File: config.mk
export PLATFORM = sky130hd
export DESIGN_NAME = spi_frame_rx
export DESIGN_NICKNAME = d
export VERILOG_FILES = /design/src/rtl/spi_frame_rx_pkg.sv /design/src/rtl/spi_frame_rx_sync.sv /design/src/rtl/spi_frame_rx.sv
export SDC_FILE = /design/constraint.sdc
export NUM_CORES = 1
export LEC_CHECK = 0
export BUFFER_PORTS_ARGS = -buffer_cell sky130_fd_sc_hd__buf_2
export CORE_AREA = 2 2 130 132
export DETAILED_ROUTE_END_ITERATION = 10
export DIE_AREA = 0 0 132 134
export GPL_ROUTABILITY_DRIVEN = 0
export PLACE_DENSITY = 0.7
export SLEW_MARGIN = 10
export SYNTH_ARGS = -nofsm -noshare
export SYNTH_HDL_FRONTEND = slang
export SYNTH_HIERARCHICAL = 1
export SYNTH_SLANG_ARGS = --single-unit
File: constraint.sdc
create_clock -name clk -period 10.5 [get_ports clk]
set_clock_uncertainty 0.2 [all_clocks]
set_input_delay 1.05 -clock clk [delete_from_list [all_inputs] [get_ports clk]]
set_output_delay 1.05 -clock clk [all_outputs]
set_load 0.01 [all_outputs]
File: src/rtl/spi_frame_rx_pkg.sv
// spi_frame_rx_pkg: shared defaults and FSM state encoding for the dual-lane SPI frame receiver
package spi_frame_rx_pkg;
   localparam int NBITS_DEF = 32;
   localparam int CNT_W_DEF = 16;
   typedef enum logic [1:0] {WAIT_HIGH, IDLE, SHIFT} state_t;
endpackage

File: src/rtl/spi_frame_rx_sync.sv
// sync_edge: multi-flop synchroniser plus history flop, giving level, rise and fall per bit
module sync_edge #(
   parameter int STAGES = 2,
   parameter int W = 1
) (
   input  logic         clk,
   input  logic         reset,
   input  logic [W-1:0] din,
   output logic [W-1:0] level,
   output logic [W-1:0] rise,
   output logic [W-1:0] fall
);
   logic [W-1:0] sync [STAGES];
   logic [W-1:0] hist;
   always_ff @(posedge clk or posedge reset)
      if (reset) begin
         for (int i = 0; i < STAGES; i++) sync[i] <= '0;
         hist <= '0;
      end else begin
         sync[0] <= din;
         for (int i = 1; i < STAGES; i++) sync[i] <= sync[i-1];
         hist <= sync[STAGES-1];
      end
   assign level = sync[STAGES-1];
   assign rise = level & ~hist;
   assign fall = ~level & hist;
endmodule

File: src/rtl/spi_frame_rx.sv
// spi_frame_rx: dual-lane SPI frame receiver; commits a word pair only on a well-formed frame
module spi_frame_rx
   import spi_frame_rx_pkg::*;
#(
   parameter int NBITS = NBITS_DEF,
   parameter int SYNC_STAGES = 2,
   parameter int TIMEOUT = 1024,
   parameter int CNT_W = CNT_W_DEF
) (
   input  logic             clk,
   input  logic             reset,
   input  logic             en,
   input  logic             sck,
   input  logic             ssel,
   input  logic             data_in0,
   input  logic             data_in1,
   output logic [NBITS-1:0] rx_out0,
   output logic [NBITS-1:0] rx_out1,
   output logic             rdy,
   output logic             valid,
   output logic             frame_err,
   output logic [CNT_W-1:0] frame_cnt,
   output logic [CNT_W-1:0] err_cnt
);
   localparam int BW = $clog2(NBITS + 1);
   localparam int TW = $clog2(TIMEOUT + 1);
   state_t state, state_nxt;
   logic sck_rise, ssel_lvl, ssel_rise, ssel_fall;
   logic sck_unused_lvl, sck_unused_fall;
   logic [1:0] data, data_rise_unused, data_fall_unused;
   logic [NBITS-1:0] sr0, sr1;
   logic [BW-1:0] bit_cnt;
   logic [TW-1:0] tmo_cnt;
   logic overrun, start, commit, reject;
   sync_edge #(.STAGES(SYNC_STAGES), .W(1)) u_sck (
      .clk(clk), .reset(reset), .din(sck),
      .level(sck_unused_lvl), .rise(sck_rise), .fall(sck_unused_fall)
   );
   sync_edge #(.STAGES(SYNC_STAGES), .W(1)) u_ssel (
      .clk(clk), .reset(reset), .din(ssel),
      .level(ssel_lvl), .rise(ssel_rise), .fall(ssel_fall)
   );
   sync_edge #(.STAGES(SYNC_STAGES), .W(2)) u_data (
      .clk(clk), .reset(reset), .din({data_in1, data_in0}),
      .level(data), .rise(data_rise_unused), .fall(data_fall_unused)
   );
   always_comb begin
      state_nxt = state;
      start = 1'b0;
      commit = 1'b0;
      reject = 1'b0;
      case (state)
         WAIT_HIGH: state_nxt = ssel_lvl ? IDLE : WAIT_HIGH;
         IDLE: begin
            start = en && ssel_fall;
            state_nxt = start ? SHIFT : IDLE;
         end
         SHIFT:
            if (!en) state_nxt = WAIT_HIGH;
            else if (ssel_rise) begin
               state_nxt = IDLE;
               commit = (bit_cnt == BW'(NBITS)) && !overrun;
               reject = !commit;
            end else if (tmo_cnt >= TW'(TIMEOUT)) begin
               state_nxt = WAIT_HIGH;
               reject = 1'b1;
            end
         default: state_nxt = WAIT_HIGH;
      endcase
   end
   always_ff @(posedge clk or posedge reset)
      if (reset) begin
         state <= WAIT_HIGH;
         sr0 <= '0;
         sr1 <= '0;
         bit_cnt <= '0;
         tmo_cnt <= '0;
         overrun <= 1'b0;
         rx_out0 <= '0;
         rx_out1 <= '0;
         rdy <= 1'b0;
         valid <= 1'b0;
         frame_err <= 1'b0;
         frame_cnt <= '0;
         err_cnt <= '0;
      end else begin
         state <= state_nxt;
         rdy <= commit;
         frame_err <= reject;
         if (start) begin
            sr0 <= '0;
            sr1 <= '0;
            bit_cnt <= '0;
            tmo_cnt <= '0;
            overrun <= 1'b0;
         end else if (state == SHIFT) begin
            // an SCK edge coinciding with the closing ssel edge is not part of the frame
            if (sck_rise && !ssel_rise) begin
               tmo_cnt <= '0;
               if (bit_cnt == BW'(NBITS)) overrun <= 1'b1;
               else begin
                  sr0 <= {sr0[NBITS-2:0], data[0]};
                  sr1 <= {sr1[NBITS-2:0], data[1]};
                  bit_cnt <= bit_cnt + 1'b1;
               end
            end else tmo_cnt <= tmo_cnt + 1'b1;
         end
         if (commit) begin
            rx_out0 <= sr0;
            rx_out1 <= sr1;
            valid <= 1'b1;
            if (frame_cnt != '1) frame_cnt <= frame_cnt + 1'b1;
         end
         if (reject && err_cnt != '1) err_cnt <= err_cnt + 1'b1;
      end
endmodule
; ---- Yosys cells after proc, flatten, opt, wreduce, memory -nomap -nowiden
; Cells that the tools add are included.
[word_totals]
input_bits = 7
elab_cells = 86
output_inout_bits = 99
reg_bits = 193
[op_classes]
n_mux = 33
eq_ne = 7
n_reduce_logical = 14
bitwise_logic = 6
n_addsub = 4
n_lt_le_gt_ge = 1
[op_table]
columns = cell, n
row1 = $mux W32, 8
row2 = $mux W11, 3
row3 = $add A16 B1 Y16 const B, 2
row4 = $ne A16 B16 Y1 const B, 2
row5 = $mux W6, 4
row6 = $mux W1, 13
row7 = $add A11 B1 Y11 const B, 1
row8 = $ge A11 B11 Y1 const B, 1
row9 = $mux W2, 4
row10 = $add A6 B1 Y6 const B, 1
row11 = $eq A6 B6 Y1 const B, 1
row12 = $pmux W2 S3, 1
row13 = $reduce_and A3 Y1, 2
row14 = $reduce_bool A2 Y1, 3
row15 = $logic_and A1 B1 Y1, 4
row16 = $ne A4 B4 Y1 const B, 1
row17 = $and A1 B1 Y1, 3
row18 = $logic_not A1 Y1, 3
row19 = $not A1 Y1, 3
row20 = $eq A2 B1 Y1 const B, 1
row21 = $eq A2 B2 Y1 const B, 1
row22 = $logic_not A2 Y1, 1
row23 = $ne A2 B2 Y1 const B, 1
row24 = $reduce_and A2 Y1, 1

; ---- Longest topological paths before layout
[logic_depth]
depth_word = 7
mapped_depth = 8
mapped_depth_nobuf = 6

; ---- By module
; Netlist, hierarchy kept.
[modules_own_cells]
columns = mod, seq_area_each_um2, area_each_um2, instances, cells_each
row1 = spi_frame_rx, 4579.4, 7617.3, 1, 685
row2 = sync_edge at u_data, 150.1, 203.9, 1, 13
row3 = sync_edge at u_sck ..., 75.1, 93.8, 2, 6

; ---- Worst setup path after synthesis
; No wires, ideal clock.
[synth_timing]
kind = input-to-reg
start = input port en
end = register rx_out0[12]
slack_ns = 7.823
setup_ns = 0.125
path_buffers = 2
t_required_ns = 10.175
t_arrival_ns = 2.353
path_stages = 5
path_cell_list = nand3b_1 nor3_1 clkbuf_1 buf_2 mux2_2
[synth_via]
elab_chain_cells = 2
[synth_rtl]
columns = item, line
row1 = from (decl), spi_frame_rx.sv:12  ; input logic en,
row2 = $mux W1, spi_frame_rx.sv:59  ; if (!en) state_nxt = WAIT_HIGH;
row3 = $mux W1, spi_frame_rx.sv:52  ; case (state)
row4 = to (signal assigned), spi_frame_rx.sv:109  ; rx_out0 <= sr0;
row5 = to (decl), spi_frame_rx.sv:17  ; output logic [NBITS-1:0] rx_out0,
; Every way passes these cells.
; A chain may end at the register's enable or synchronous reset.

; ---- Worst setup path in the final report
[layout_timing]
start = register bit_cnt[2]
end = register frame_cnt[1]
[layout_via]
elab_chain_cells = 6
[layout_rtl]
columns = item, line
row1 = from (decl), spi_frame_rx.sv:32  ; logic [BW-1:0] bit_cnt;
row2 = from (signal assigned), spi_frame_rx.sv:104  ; bit_cnt <= bit_cnt + 1'b1;
row3 = $eq A6 B6 Y1, spi_frame_rx.sv:62  ; commit = (bit_cnt == BW'(NBITS)) && !overrun;
row4 = $logic_and A1 B1 Y1, spi_frame_rx.sv:62
row5 = $mux W1, spi_frame_rx.sv:60  ; else if (ssel_rise) begin
row6 = $mux W1, spi_frame_rx.sv:59
row7 = $mux W1, spi_frame_rx.sv:52
row8 = $reduce_and A2 Y1 (no source line), --
row9 = to (signal assigned), spi_frame_rx.sv:112  ; if (frame_cnt != '1) frame_cnt <= frame_cnt + 1'b1;
row10 = to (decl), spi_frame_rx.sv:22  ; output logic [CNT_W-1:0] frame_cnt,
; Every way passes these cells.

==> impl_metrics.tcl <==
set metrics [dict create \
    grt_pass1_wl_mm 26.3 \
    ant_nets 0 \
    htreeDepth 4 \
    intPower_mw 1.22 \
    num_vias 5383 \
    core_area_sq_um 16300 \
    p_leak_nw 4.76 \
    hp-class "reg -> reg" \
    pwr-share-seq_pct 51.0 \
    die-area_sq_um 17700 \
    cts-resized-gates 0 \
    timing_max_transition_violations_final 0 \
    hold_violations 0 \
    switching_share_pct 21.1 \
    clkLatencyLatePin_ns 0.43 \
    worstSetupPathType "reg -> reg" \
    p_comb_share_pct 3.8 \
    hpwl_mm 9.69 \
    yosysWarnings 6 \
    period_needed_ns 2.85 \
    die-height_um 134 \
    synthCells 703 \
    wl_per_cell_um 14.9 \
    grt-ovfl-total 0 \
    cp.required_ns 10.60 \
    start_kind "register" \
    cp.arrival_ns 2.96 \
    clockPowerShare_pct 45.2 \
    hold_buffers 0 \
    num_rows 47 \
    grt_start_max_net_pins 119 \
    timing_worst_slew_pin_value_ns 1.02 \
    r2r_cells 5 \
    switchingPower_mw 0.325 \
    grt_pass1_vias 5352 \
    r2r-start "bit_cnt[2]" \
    cp_max_fo 67 \
    fmax_mhz 351 \
    cts_setup_buffers 0 \
    antenna_found_initial 0 \
    cts_sinks 193 \
    drive_gt1_share_pct 27.4 \
    setup_viol 0 \
    die_w_um 132 \
    root_buffer "clkbuf_16" \
    cts-buffers-inserted 17 \
    irDropWorstVdd_v 0.000122 \
    area_growth_pct 17.2 \
    drc_errors 0 \
    synth_nets 716 \
    first_iter_violations 303 \
    netlist_area_sq_um 7920 \
    tns_ns 0 \
    reg2reg_to "frame_cnt[1]" \
    fin_crit_sh_pct 27.2 \
    endpoint "frame_cnt[1]" \
    drt_wl_total_mm 15.3 \
    dr.pass1.iters 6 \
    relSlewSlack_pct 32.2 \
    num_antenna_cells 0 \
    initial_core_util_pct 48.6 \
    maxCapViolCount 0 \
    nets 806 \
    io_buffers 105 \
    status "finished, final reports clean" \
    ioPinCount 106 \
    r2r_slack_ns 7.65 \
    viasPerCell 5.25 \
    cts_tree "done" \
    cp-end-kind "register" \
    cp-startpoint "bit_cnt[2]" \
    ctsLongestPathBuffers 2 \
    avgSynthCellArea_sq_um 11.3 \
    clk_pin_slew_ns 0.07 \
    grt_usage_pct 18.2 \
    final_cells 1026 \
    dp_cells 993 \
    rsz0062_at_grt "false" \
    power.density_nw_per_um2 166 \
]
final cells by class:
type | instances | area, sq um
Fill cell | 1396 | 7010
Sequential cell | 193 | 4830
Multi-Input combinational cell | 453 | 2870
Timing Repair Buffer | 113 | 586
Clock buffer | 24 | 502
Tap cell | 220 | 275
Clock inverter | 8 | 148
Inverter | 15 | 61.3
power groups by stage:
stage / logic, mW / clock network, mW / registers (mW)
final: 0.0581 / 0.698 / 0.787
after global routing: 0.0688 / 0.749 / 0.790
after CTS: 0.0605 / 0.713 / 0.786
after detailed placement: 0.0605 / 0 / 0.800
after global placement: 0.0566 / 0 / 0.798
after floorplan: 0.0435 / 0 / 0.796
layer usage:
layer / vias to the layer above / wire (um) / global-route usage, %
met3: 15 / 734 / 4.65
li1: 2565 / - / -
met1: 2679 / 6850 / 24.1
met4: 0 / 178 / 5.92
met2: 124 / 7530 / 29.7
met5: - / 0 / 0
flip-flops by register name, indices dropped and copies added (netlist names), 6 cells and up:
register / cells
bit_cnt: 6
rx_out1: 32
sr1: 32
frame_cnt: 16
err_cnt: 16
tmo_cnt: 11
rx_out0: 32
sr0: 32
worst max-delay path, stage by stage (launching register included):
cell     delay, ns
dfrtp_1       0.43
or3_1         0.53
nor3_2        0.23
buf_4         0.66
nor2b_1       0.31
mux2_2        0.37
metrics by stage:
step | worst slack [ns] | cell area, sq um | total power, mW | hold WS [ns] | util (%)
3_5_place_dp | 7.26 | 8620 | 0.861 | 0.136 | 52.9
4_1_cts | 7.57 | 9270 | 1.56 | 0.148 | 56.9
5_1_grt | 7.45 | 9280 | 1.61 | 0.156 | 56.9
2_1_floorplan | 4.28 | 7920 | 0.840 | 0.131 | -
3_3_place_gp | 7.38 | 8620 | 0.855 | 0.131 | 52.9
6_report | 7.65 | 9280 | 1.54 | 0.149 | 56.9
worst min path at each step:
stage / start / endpoint / slack [ns] / depth (start not counted)
6_report: u_data/sync[3] / u_data/level[1] / 0.15 / 0
5_1_grt: u_data/sync[3] / u_data/level[1] / 0.16 / 0
4_1_cts: u_data/sync[3] / u_data/level[1] / 0.15 / 0
3_5_place_dp: u_data/sync[3] / u_data/level[1] / 0.14 / 0
3_3_place_gp: u_data/sync[3] / u_data/level[1] / 0.13 / 0
2_1_floorplan: u_data/sync[2] / u_data/level[0] / 0.13 / 0
cell usage in the layout, fill, tap and decap left out, types with 4 or more instances in the layout:
master / n
a21oi_1: 66
nor2b_1: 4
ha_1: 6
nand3_1: 14
dfrtp_1: 193
nor3_1: 7
buf_2: 105
nand2_1: 145
xnor2_1: 5
clkbuf_8: 5
clkbuf_16: 17
o2111ai_1: 4
inv_1: 14
mux2_2: 66
xor2_1: 39
bufinv_16: 4
and2_1: 5
o21ai_0: 9
nor4_1: 17
and4_1: 4
nor2_1: 16
nand4_1: 14
and3_1: 6
buf_4: 8
Power figures use the tool's default switching activity.
